### src/rtl/axi_pkg.sv
// Shared AXI definitions for the line write master: FSM state encoding,
// burst/response codes and the AWSIZE helper.
package axi_pkg;

  typedef enum logic [1:0] {
    ST_IDLE = 2'd0,
    ST_ADDR = 2'd1,
    ST_DATA = 2'd2,
    ST_RESP = 2'd3
  } wr_state_e;

  localparam logic [1:0] AXI_BURST_INCR  = 2'b01;
  localparam logic [1:0] AXI_RESP_OKAY   = 2'b00;
  localparam logic [1:0] AXI_RESP_SLVERR = 2'b10;

  // AWSIZE encodes bytes per beat as log2.
  function automatic logic [2:0] axi_size(input int data_w);
    return 3'($clog2(data_w / 8));
  endfunction

endpackage

### src/rtl/axi_line_write_master_if.sv
// AW/W/B channel bundle between the line write master and the memory
// interconnect.
interface axi_line_write_master_if #(
  parameter int ADDR_W = 32,
  parameter int DATA_W = 32
);
  logic [ADDR_W-1:0]   AWADDR;
  logic [7:0]          AWLEN;
  logic [2:0]          AWSIZE;
  logic [1:0]          AWBURST;
  logic                AWVALID;
  logic                AWREADY;
  logic [DATA_W-1:0]   WDATA;
  logic [DATA_W/8-1:0] WSTRB;
  logic                WLAST;
  logic                WVALID;
  logic                WREADY;
  logic [1:0]          BRESP;
  logic                BVALID;
  logic                BREADY;

  modport master (
    output AWADDR, AWLEN, AWSIZE, AWBURST, AWVALID,
    input  AWREADY,
    output WDATA, WSTRB, WLAST, WVALID,
    input  WREADY,
    input  BRESP, BVALID,
    output BREADY
  );

  modport slave (
    input  AWADDR, AWLEN, AWSIZE, AWBURST, AWVALID,
    output AWREADY,
    input  WDATA, WSTRB, WLAST, WVALID,
    output WREADY,
    output BRESP, BVALID,
    input  BREADY
  );

endinterface

### src/rtl/line_beat_serializer.sv
// Holds one cache line and hands it out DATA_W bits at a time, beat 0 first,
// flagging the final beat of the burst.
module line_beat_serializer #(
  parameter int LINE_W = 256,
  parameter int DATA_W = 32
) (
  input  logic              Clk,
  input  logic              Reset,
  input  logic              load,
  input  logic              shift,
  input  logic [LINE_W-1:0] line_in,
  output logic [DATA_W-1:0] beat_data,
  output logic              last_beat
);

  localparam int BEATS = LINE_W / DATA_W;
  localparam int CNT_W = (BEATS > 1) ? $clog2(BEATS) : 1;

  logic [LINE_W-1:0] shreg_q;
  logic [CNT_W-1:0]  beat_cnt_q;

  always_ff @(posedge Clk) begin
    if (Reset) begin
      shreg_q    <= '0;
      beat_cnt_q <= '0;
    end else if (load) begin
      shreg_q    <= line_in;
      beat_cnt_q <= '0;
    end else if (shift) begin
      shreg_q    <= shreg_q >> DATA_W;
      beat_cnt_q <= beat_cnt_q + 1'b1;
    end
  end

  assign beat_data = shreg_q[DATA_W-1:0];
  assign last_beat = (beat_cnt_q == CNT_W'(BEATS - 1));

endmodule

### src/rtl/axi_line_write_master.sv
// Writes one cache line as a single AXI4 INCR burst, one line in flight.
// Optional watchdog on every wait state: define AXI_WR_TIMEOUT_EN.
//
// state   | meaning
// --------+--------------------------------------------------
// IDLE    | waiting for StartWrite; Completed pulses here
// ADDR    | AWVALID held until AW handshake
// DATA    | streaming beats, WLAST on the final beat
// RESP    | BREADY high, waiting for the write response
module axi_line_write_master
  import axi_pkg::*;
#(
  parameter int LINE_W         = 256,
  parameter int DATA_W         = 32,
  parameter int ADDR_W         = 32,
  parameter int TIMEOUT_CYCLES = 1024
) (
  input  logic                    Clk,
  input  logic                    Reset,
  input  logic                    StartWrite,
  input  logic [LINE_W-1:0]       LineData,
  input  logic [ADDR_W-1:0]       LineAddr,
  output logic                    Completed,
  output logic                    WrError,
  output logic                    Busy,
  axi_line_write_master_if.master m_axi
);

  localparam int BEATS   = LINE_W / DATA_W;
  localparam int ALIGN_W = $clog2(LINE_W / 8);
  localparam logic [2:0] AWSIZE_C = axi_size(DATA_W);

  wr_state_e         state_q, state_d;
  logic [ADDR_W-1:0] addr_q;
  logic              completed_q;
  logic              wr_error_q;

  logic              load;
  logic              shift;
  logic              b_done;
  logic              to_fire;
  logic              handshake;
  logic              timeout;
  logic [DATA_W-1:0] beat_data;
  logic              last_beat;

  line_beat_serializer #(
    .LINE_W (LINE_W),
    .DATA_W (DATA_W)
  ) u_ser (
    .Clk       (Clk),
    .Reset     (Reset),
    .load      (load),
    .shift     (shift),
    .line_in   (LineData),
    .beat_data (beat_data),
    .last_beat (last_beat)
  );

  // A handshake in the same cycle as the watchdog expiry wins: the transfer
  // has already happened on the bus.
  always_comb begin
    state_d   = state_q;
    load      = 1'b0;
    shift     = 1'b0;
    b_done    = 1'b0;
    to_fire   = 1'b0;
    handshake = 1'b0;
    case (state_q)
      ST_IDLE: begin
        if (StartWrite) begin
          load    = 1'b1;
          state_d = ST_ADDR;
        end
      end
      ST_ADDR: begin
        if (m_axi.AWREADY) begin
          handshake = 1'b1;
          state_d   = ST_DATA;
        end else if (timeout) begin
          to_fire = 1'b1;
          state_d = ST_IDLE;
        end
      end
      ST_DATA: begin
        if (m_axi.WREADY) begin
          handshake = 1'b1;
          shift     = 1'b1;
          if (last_beat) state_d = ST_RESP;
        end else if (timeout) begin
          to_fire = 1'b1;
          state_d = ST_IDLE;
        end
      end
      ST_RESP: begin
        if (m_axi.BVALID) begin
          handshake = 1'b1;
          b_done    = 1'b1;
          state_d   = ST_IDLE;
        end else if (timeout) begin
          to_fire = 1'b1;
          state_d = ST_IDLE;
        end
      end
      default: state_d = ST_IDLE;
    endcase
  end

  always_ff @(posedge Clk) begin
    if (Reset) begin
      state_q     <= ST_IDLE;
      addr_q      <= '0;
      completed_q <= 1'b0;
      wr_error_q  <= 1'b0;
    end else begin
      state_q     <= state_d;
      completed_q <= b_done | to_fire;
      if (load) begin
        addr_q     <= {LineAddr[ADDR_W-1:ALIGN_W], ALIGN_W'(0)};
        wr_error_q <= 1'b0;
      end else if (b_done) begin
        wr_error_q <= (m_axi.BRESP != AXI_RESP_OKAY);
      end else if (to_fire) begin
        wr_error_q <= 1'b1;
      end
    end
  end

`ifdef AXI_WR_TIMEOUT_EN
  localparam int TO_W = $clog2(TIMEOUT_CYCLES + 1);

  logic [TO_W-1:0] to_cnt_q;

  // Counts cycles spent waiting in the current state; any handshake restarts it.
  always_ff @(posedge Clk) begin
    if (Reset || state_q == ST_IDLE || handshake) begin
      to_cnt_q <= '0;
    end else begin
      to_cnt_q <= to_cnt_q + 1'b1;
    end
  end

  assign timeout = (to_cnt_q == TO_W'(TIMEOUT_CYCLES - 1));
`else
  logic unused_timeout;
  assign unused_timeout = ^TIMEOUT_CYCLES ^ handshake;
  assign timeout        = 1'b0;
`endif

  assign Completed = completed_q;
  assign WrError   = wr_error_q;
  assign Busy      = (state_q != ST_IDLE);

  assign m_axi.AWADDR  = addr_q;
  assign m_axi.AWLEN   = 8'(BEATS - 1);
  assign m_axi.AWSIZE  = AWSIZE_C;
  assign m_axi.AWBURST = AXI_BURST_INCR;
  assign m_axi.AWVALID = (state_q == ST_ADDR);
  assign m_axi.WDATA   = beat_data;
  assign m_axi.WSTRB   = '1;
  assign m_axi.WLAST   = (state_q == ST_DATA) && last_beat;
  assign m_axi.WVALID  = (state_q == ST_DATA);
  assign m_axi.BREADY  = (state_q == ST_RESP);

endmodule

### src/flat_wrapper.sv
// flat-port wrapper written by rule: the top's interface ports become plain ports
module axi_line_write_master_flat import axi_pkg::*;
#(
  parameter int LINE_W         = 256,
  parameter int DATA_W         = 32,
  parameter int ADDR_W         = 32,
  parameter int TIMEOUT_CYCLES = 1024
)
  (Clk, Reset, StartWrite, LineData, LineAddr, Completed, WrError, Busy, m_axi_AWADDR, m_axi_AWLEN, m_axi_AWSIZE, m_axi_AWBURST, m_axi_AWVALID, m_axi_AWREADY, m_axi_WDATA, m_axi_WSTRB, m_axi_WLAST, m_axi_WVALID, m_axi_WREADY, m_axi_BRESP, m_axi_BVALID, m_axi_BREADY);
  axi_line_write_master_if #(.ADDR_W(ADDR_W), .DATA_W(DATA_W)) m_axi_i ();
  input  logic Clk;
  input  logic Reset;
  input  logic StartWrite;
  input  logic [LINE_W-1:0] LineData;
  input  logic [ADDR_W-1:0] LineAddr;
  output logic Completed;
  output logic WrError;
  output logic Busy;
  output wire logic [$bits(m_axi_i.AWADDR)-1:0] m_axi_AWADDR;
  output wire logic [$bits(m_axi_i.AWLEN)-1:0] m_axi_AWLEN;
  output wire logic [$bits(m_axi_i.AWSIZE)-1:0] m_axi_AWSIZE;
  output wire logic [$bits(m_axi_i.AWBURST)-1:0] m_axi_AWBURST;
  output wire logic [$bits(m_axi_i.AWVALID)-1:0] m_axi_AWVALID;
  input wire logic [$bits(m_axi_i.AWREADY)-1:0] m_axi_AWREADY;
  output wire logic [$bits(m_axi_i.WDATA)-1:0] m_axi_WDATA;
  output wire logic [$bits(m_axi_i.WSTRB)-1:0] m_axi_WSTRB;
  output wire logic [$bits(m_axi_i.WLAST)-1:0] m_axi_WLAST;
  output wire logic [$bits(m_axi_i.WVALID)-1:0] m_axi_WVALID;
  input wire logic [$bits(m_axi_i.WREADY)-1:0] m_axi_WREADY;
  input wire logic [$bits(m_axi_i.BRESP)-1:0] m_axi_BRESP;
  input wire logic [$bits(m_axi_i.BVALID)-1:0] m_axi_BVALID;
  output wire logic [$bits(m_axi_i.BREADY)-1:0] m_axi_BREADY;
  assign m_axi_AWADDR = m_axi_i.AWADDR;
  assign m_axi_AWLEN = m_axi_i.AWLEN;
  assign m_axi_AWSIZE = m_axi_i.AWSIZE;
  assign m_axi_AWBURST = m_axi_i.AWBURST;
  assign m_axi_AWVALID = m_axi_i.AWVALID;
  assign m_axi_i.AWREADY = m_axi_AWREADY;
  assign m_axi_WDATA = m_axi_i.WDATA;
  assign m_axi_WSTRB = m_axi_i.WSTRB;
  assign m_axi_WLAST = m_axi_i.WLAST;
  assign m_axi_WVALID = m_axi_i.WVALID;
  assign m_axi_i.WREADY = m_axi_WREADY;
  assign m_axi_i.BRESP = m_axi_BRESP;
  assign m_axi_i.BVALID = m_axi_BVALID;
  assign m_axi_BREADY = m_axi_i.BREADY;
  axi_line_write_master #(.LINE_W(LINE_W), .DATA_W(DATA_W), .ADDR_W(ADDR_W), .TIMEOUT_CYCLES(TIMEOUT_CYCLES)) u_core (.Clk(Clk), .Reset(Reset), .StartWrite(StartWrite), .LineData(LineData), .LineAddr(LineAddr), .Completed(Completed), .WrError(WrError), .Busy(Busy), .m_axi(m_axi_i));
endmodule
### config.mk
export PLATFORM = sky130hd
export DESIGN_NAME = axi_line_write_master_flat
export DESIGN_NICKNAME = d
export VERILOG_FILES = /design/src/rtl/axi_pkg.sv /design/src/rtl/axi_line_write_master_if.sv /design/src/rtl/line_beat_serializer.sv /design/src/rtl/axi_line_write_master.sv /design/src/flat_wrapper.sv
export SDC_FILE = /design/constraint.sdc
export NUM_CORES = 1
export LEC_CHECK = 0
export ABC_AREA = 0
export BUFFER_PORTS_ARGS = -buffer_cell sky130_fd_sc_hd__buf_2
export CORE_MARGIN = 3
export CORE_UTILIZATION = 25
export DETAILED_ROUTE_END_ITERATION = 8
export GPL_TIMING_DRIVEN = 0
export SLEW_MARGIN = 25
export SYNTH_ARGS = -nofsm -noshare
export SYNTH_HDL_FRONTEND = slang
export SYNTH_SLANG_ARGS = --single-unit
### constraint.sdc
create_clock -name Clk -period 3.3 [get_ports Clk]
set_clock_uncertainty 0.1 [all_clocks]
set_input_delay 0.165 -clock Clk [delete_from_list [all_inputs] [get_ports Clk]]
set_output_delay 0.165 -clock Clk [all_outputs]
set_load 0.05 [all_outputs]
* Yosys cells after proc, flatten, opt, wreduce, memory -nomap -nowiden
Cells that the tools add are included.
** Storage, ports and cells
- Register bits :: 290
- Latch bits :: 0
- RAM bits :: 0
- ROM bits :: 0
- Bits of input ports :: 296
- Output and inout port bits :: 88
- Logic and storage cells :: 38
- Memories kept :: 0
** Cells by class
- Add/sub/neg operators :: 1
- $mul :: 0
- Div/mod/pow operators :: 0
- Magnitude comparators :: 0
- Eq/ne operators :: 9
- Shift-type cells :: 0
- Multiplexer cells :: 15
- Bitwise operators :: 0
- Reductions and logical operators :: 7
** Operators by type and width (number)
- $mux 256 :: 2
- $mux 2 :: 5
- $pmux 2 s4 :: 1
- $mux 1 :: 7
- $ne 2x1->1 const B :: 3
- $reduce_bool 2->1 :: 3
- $reduce_and 5->1 :: 1
- $eq 2x2->1 const B :: 2
- $ne 2x2->1 const B :: 2
- $add 3x1->3 const B :: 1
- $eq 3x3->1 const B :: 1
- $eq 2x1->1 const B :: 1
- $logic_not 2->1 :: 1
- $reduce_or 2->1 :: 1
- $logic_and 1x1->1 :: 1

* Logic depth before layout (Yosys ltp)
- Depth after elaboration :: 4
- Depth in mapped cells :: 8
- Gate-level depth less buffers :: 6

* By module
A second synthesis with hierarchy kept.
** Second synthesis, totals
- Cells, all modules :: 1355
- Area total of the unflattened synthesis :: 14671.6 um^2
** By module, submodules not included
- line_beat_serializer :: times used 1, cells an instance 1182, area an instance 13282.7 um^2, sequential area each 5185.0 um^2
- axi_line_write_master :: times used 1, cells an instance 173, area an instance 1388.8 um^2, sequential area each 620.6 um^2

* Worst setup path before layout
Ideal clock, no wire load.
- Path type :: reg2out
- Start :: register u_core.state_q[0]
- End :: output port m_axi_WLAST
- Arrival :: 1448 ps
- Data required time :: 3035 ps
- Slack :: 1587 ps
- Stages on the path, launching flop included :: 4
- Path buffers :: 0
- Path through :: dfxtp_1 > inv_1 > ha_1 > and2_1
** Between the ends
- Word-level cells in the longest chain between the ends :: 2
** Ends and longest elaborated chain
- start, declared :: RTL line axi_line_write_master.sv:33 : wr_state_e state_q, state_d;
- start signal, assigned :: RTL line axi_line_write_master.sv:116 : state_q <= state_d;
- $eq 2x2->1
- net m_axi_WVALID :: RTL line flat_wrapper.sv:28 : output wire logic [$bits(m_axi_i.WVALID)-1:0] m_axi_WVALID;
- $logic_and 1x1->1 :: RTL line axi_line_write_master.sv:161 : assign m_axi.WLAST = (state_q == ST_DATA) && last_beat;
- end, declared :: RTL line flat_wrapper.sv:27 : output wire logic [$bits(m_axi_i.WLAST)-1:0] m_axi_WLAST;
The timed path passes the listed nets, and every way through them passes these cells.

* Worst setup path after layout
- Start :: register u_core.state_q[1]
- End :: register u_core.wr_error_q, in the netlist u_core.WrError
** Between the ends
- Word-level cells in the longest chain between the ends :: 3
- Elaborated cells on any way between the ends :: 5
- Classes of those cells :: eq/ne: 1; mux: 2; reduce/logical: 2
** Ends and longest elaborated chain
- $logic_not 2->1 :: RTL line axi_line_write_master.sv:69 : case (state_q)
- $mux 1 :: RTL line axi_line_write_master.sv:69
- $reduce_or 2->1 (no line)
- end signal, assigned :: RTL line axi_line_write_master.sv:122 : wr_error_q <= (m_axi.BRESP != AXI_RESP_OKAY);
- end, declared :: RTL line axi_line_write_master.sv:36 : logic wr_error_q;
Parallel ways exist; a longest one is shown, timed or not.
A chain may end at the register's enable or synchronous reset.

==> metrics.log <==
[metrics] count of flip-flops with a built-in enable after synthesis: 0
[metrics] kind of start point of the critical path: register
[metrics] CTS sink cnt: between 200 and 300
[metrics] highest net fanout along the worst path: 10
[metrics] total wire length: 53.4 mm
[metrics] count of unresolved DRC violations after routing: 0
[metrics] FP Rows: ~80
[metrics] area used by multi-input combinational logic: about 0.0056 sq mm
[metrics] Max stage delay cell, worst path: sky130_fd_sc_hd__dlygate4sd3_1
[metrics] CTS tree: yes
[metrics] share of Yosys cell area claimed by the top area cell type: between 40% and 50%
[metrics] Async SR Flop Fraction: 0%
[metrics] Initial DRC Count: about 750
[metrics] depth of the worst register-to-register path: 7
[metrics] source of the worst hold timing path: m_axi_AWREADY
[metrics] CTS clk-pin slew, worst paths: about 0.06 ns
[metrics] height of the die: 230 microns
[metrics] Crit path largest cell delay: 0.59 ns
[metrics] total global routing track utilization: between 10% and 20%
[metrics] buffers from clock root to sink, at most: 3
[metrics] Pins Over Slew Limit: 0
[metrics] run status: complete, no violations
[metrics] cell area after synthesis: about 0.013 sq mm
[metrics] final instance count without filler cells: between 2,000 and 3,000
[metrics] largest net degree at the start of global routing: 14
[metrics] Antenna Violating Nets Remaining: 0
[metrics] required time at the worst-slack endpoint: 3.65 ns
[metrics] number of distinct library cells after synthesis: 28
[metrics] worst min-delay path class: primary input to register
[metrics] FF/Latch Area: around 0.0058 sq mm
[metrics] maxcap violations: 0
[metrics] total CTS buffers: 34
[metrics] count of final hold-check violations: 0
[metrics] Layout fillers: between 4,000 and 5,000
[metrics] total of warnings raised by yosys: 0
[metrics] final cycle utilization of the critical path: 73.2%
[metrics] cell types with the highest counts after synthesis: sky130_fd_sc_hd__nand2_1 (503), sky130_fd_sc_hd__dfxtp_1 (290), sky130_fd_sc_hd__nor2_1 (257)
[metrics] area growth from synthesis to layout: 53.9%
[metrics] Max VDD drop: about 0.43 mV
[metrics] setup-violating endpoint count in the final report: 0
[metrics] final HPWL from detailed placement: 40.9 mm
[metrics] worst flop-to-flop path endpoint: u_core.WrError
[metrics] Hold Path Cell Cnt: 5
[metrics] maximum clock frequency: approximately 410 MHz
[metrics] clk root buf: sky130_fd_sc_hd__clkbuf_16
[metrics] # placed instances: 2,609
[metrics] FF-to-FF setup slack: slightly below 0.9 ns
[metrics] minimum clock period after layout: 2.42 ns
[metrics] Primary FF master, synth: sky130_fd_sc_hd__dfxtp_1
[metrics] leading cell types by total area after synthesis: sky130_fd_sc_hd__dfxtp_1 (46%), sky130_fd_sc_hd__a311oi_1 (16%), sky130_fd_sc_hd__nand2_1 (15%)
[metrics] layout cells sized above 1: 24.2%
[metrics] part of the Yosys area used for sequential elements: 46.4%
[metrics] Final nets: approximately 2,600
[metrics] number of buffer cells added on primary ports: ~360
[metrics] number of setup buffers added after CTS: 0
[metrics] syn avg cell area: between 7 and 8 sq um
[metrics] total via count after detailed routing: about 14,000
[metrics] setup repair after global routing missed its margin: no
[metrics] most frequent cell on the critical path: sky130_fd_sc_hd__buf_2
[metrics] Power, Total: between 10,000 and 15,000 uW
[metrics] RD Place Congestion: 0.854
[metrics] I/O Pins: 384
[metrics] number of instances in the synthesized netlist: 1,570
[metrics] sort of element at the end of the critical path: register
[metrics] remaining max-slew budget at the tightest pin: 36.3%
[metrics] WL/cell: around 18 microns
[metrics] placeable core area: 0.0492 sq mm
[metrics] arrival time of data at the critical path endpoint: roughly 2.8 ns
[metrics] Worst Hold End: u_core.state_q[0]
[metrics] CP cell instances: inv_1, ha_1, and2_1, buf_2, buf_2, nor4_1, dlygate4sd3_1
[metrics] area of the die: approximately 0.053 sq mm
[metrics] leading area contributor after synthesis: sky130_fd_sc_hd__dfxtp_1
[metrics] average vias per placed instance: roughly 4.6
[metrics] wire length of the first global-routing pass: around 80 mm
[metrics] maximum level of the CTS H-tree: 2
[metrics] number of global-route vias before repair: approximately 14,000
[metrics] initial antenna violation count: 3
[metrics] number of iterations in the first detailed-routing pass: 5
[metrics] total congestion overflow after global routing: 0
[metrics] starting utilization of the core area: 25.5%
[metrics] most frequent cell after synthesis: sky130_fd_sc_hd__nand2_1
[metrics] Worst Path Class, Setup: register to register
[metrics] pwr/cell area: about 750 mW/mm^2
[metrics] worst-skew pair later-pin latency: 0.51 ns
[metrics] Synth Register Bits: just under 300
[metrics] leakage dissipation: roughly 0.0080 uW
[metrics] sum of negative setup slack: 0 ns
[metrics] Reg2Reg Launch Point: u_core.state_q[1]
[metrics] Slew @ Worst Pin: between 0.9 and 1 ns
[metrics] Die Span X: 230 microns
## power by group
| part | internal, uW | total (uW) | switching [uW] |
|---|---|---|---|
| logic | 1880 | 5280 | 3400 |
| clock network | 2440 | 3970 | 1530 |
| registers | 4530 | 5160 | 627 |
| total | 8850 | 14400 | 5560 |
## cells by family (layout without fill, tap and decap cells)
family | Yosys count | count (layout) | synth area share (%)
AND/OR/NAND/NOR | 775 | 775 | 23.6
flip-flops | 290 | 290 | 46.4
AO/OA/AOI/OAI | 287 | 287 | 18.9
buffers and inverters | 203 | 906 | 9.87
adder cells (fa/ha/maj) | 8 | 8 | 0.800
multiplexers | 4 | 4 | 0.320
other | 2 | 25 | 0.0600
XOR/XNOR | 1 | 1 | 0.0700
## how the worst max path moves through the flow
stage / startpoint / to / slack (ns) / depth (start not counted)
after CTS: u_core.state_q[0] / u_core.u_ser.shreg_q[0] / 0.85 / 6
after global placement: u_core.state_q[0] / u_core.u_ser.shreg_q[3] / 0.93 / 6
after global routing: u_core.state_q[1] / u_core.u_ser.shreg_q[219] / 0.72 / 6
after floorplan: u_core.state_q[0] / m_axi_WLAST / 1.59 / 3
after detailed placement: u_core.state_q[1] / u_core.u_ser.shreg_q[0] / 0.86 / 6
final: u_core.state_q[1] / u_core.WrError / 0.88 / 7
## metrics by stage
step | worst slack, ns | cell area (sq um) | hold slack [ns] | utilization [%]
after floorplan | 1.59 | 12600 | 0.201 | -
final | 0.883 | 19300 | 0.0764 | 39.2
after CTS | 0.850 | 19300 | 0.0487 | 39.2
after global placement | 0.929 | 15200 | 0.309 | 30.9
after detailed placement | 0.864 | 15200 | 0.315 | 30.9
after global routing | 0.716 | 19300 | 0.0730 | 39.2
## sequential cells by signal, summed over array words and instances (netlist names)
register                 count
u_core.u_ser.shreg_q       256
u_core.m_axi.AWADDR         27
u_core.u_ser.beat_cnt_q      3
u_core.state_q               2
u_core.Completed             1
u_core.WrError               1
## worst max-delay path, delay by kind of cell, from the launching register on
family	cells	cell delay (ns)
adder cells (fa/ha/maj)	1	0.22
buffers and inverters	4	1.14
AND/OR/NAND/NOR	2	0.48
flip-flops	1	0.42
## timing repair
action                                 in CTS  in global routing
hold buffers                              288                  0
endpoints found under the hold margin     287                  0
resized for setup                           0                  0
## area by class of cell
cell class | instances | share of cell area (%)
antenna | 3 | 0.0390
buffer | 197 | 6.29
clock buffer | 45 | 5.17
clock inverter | 15 | 0.942
inverter | 6 | 0.117
multi-input combinational | 1097 | 28.8
sequential | 290 | 30.1
tap | 664 | 4.31
timing repair buffer | 643 | 24.2
## cells in the final DEF, fill, tap and decap left out, drive strengths merged
cell type,synthesis,layout
nor4,1,1
a22oi,32,32
clkbuf,57,102
clkinv,0,10
a311oi,224,224
nand2b,4,4
nand2,505,505
o21bai,1,1
dlygate4sd3,0,288
a222oi,1,1
ha,8,8
a21oi,28,28
and2,3,3
mux2i,4,4
buf,140,495
bufinv,0,4
dfxtp,290,290
diode,0,3
clkinvlp,0,1
nor3,4,4
conb,2,22
o211a,1,1
inv,6,6
xnor2,1,1
nor2,258,258
## routing by layer
| metal | up-vias | GRT usage [%] | part of all wire [%] |
|---|---|---|---|
| li1 | 6748 | - | - |
| met1 | 6314 | 23.7 | 43 |
| met2 | 415 | 36.1 | 50 |
| met3 | 65 | 3.37 | 5.3 |
| met4 | 2 | 4.03 | 1.8 |
| met5 | - | 0 | 0.024 |
No activity file was read; power rests on OpenSTA's default activity.
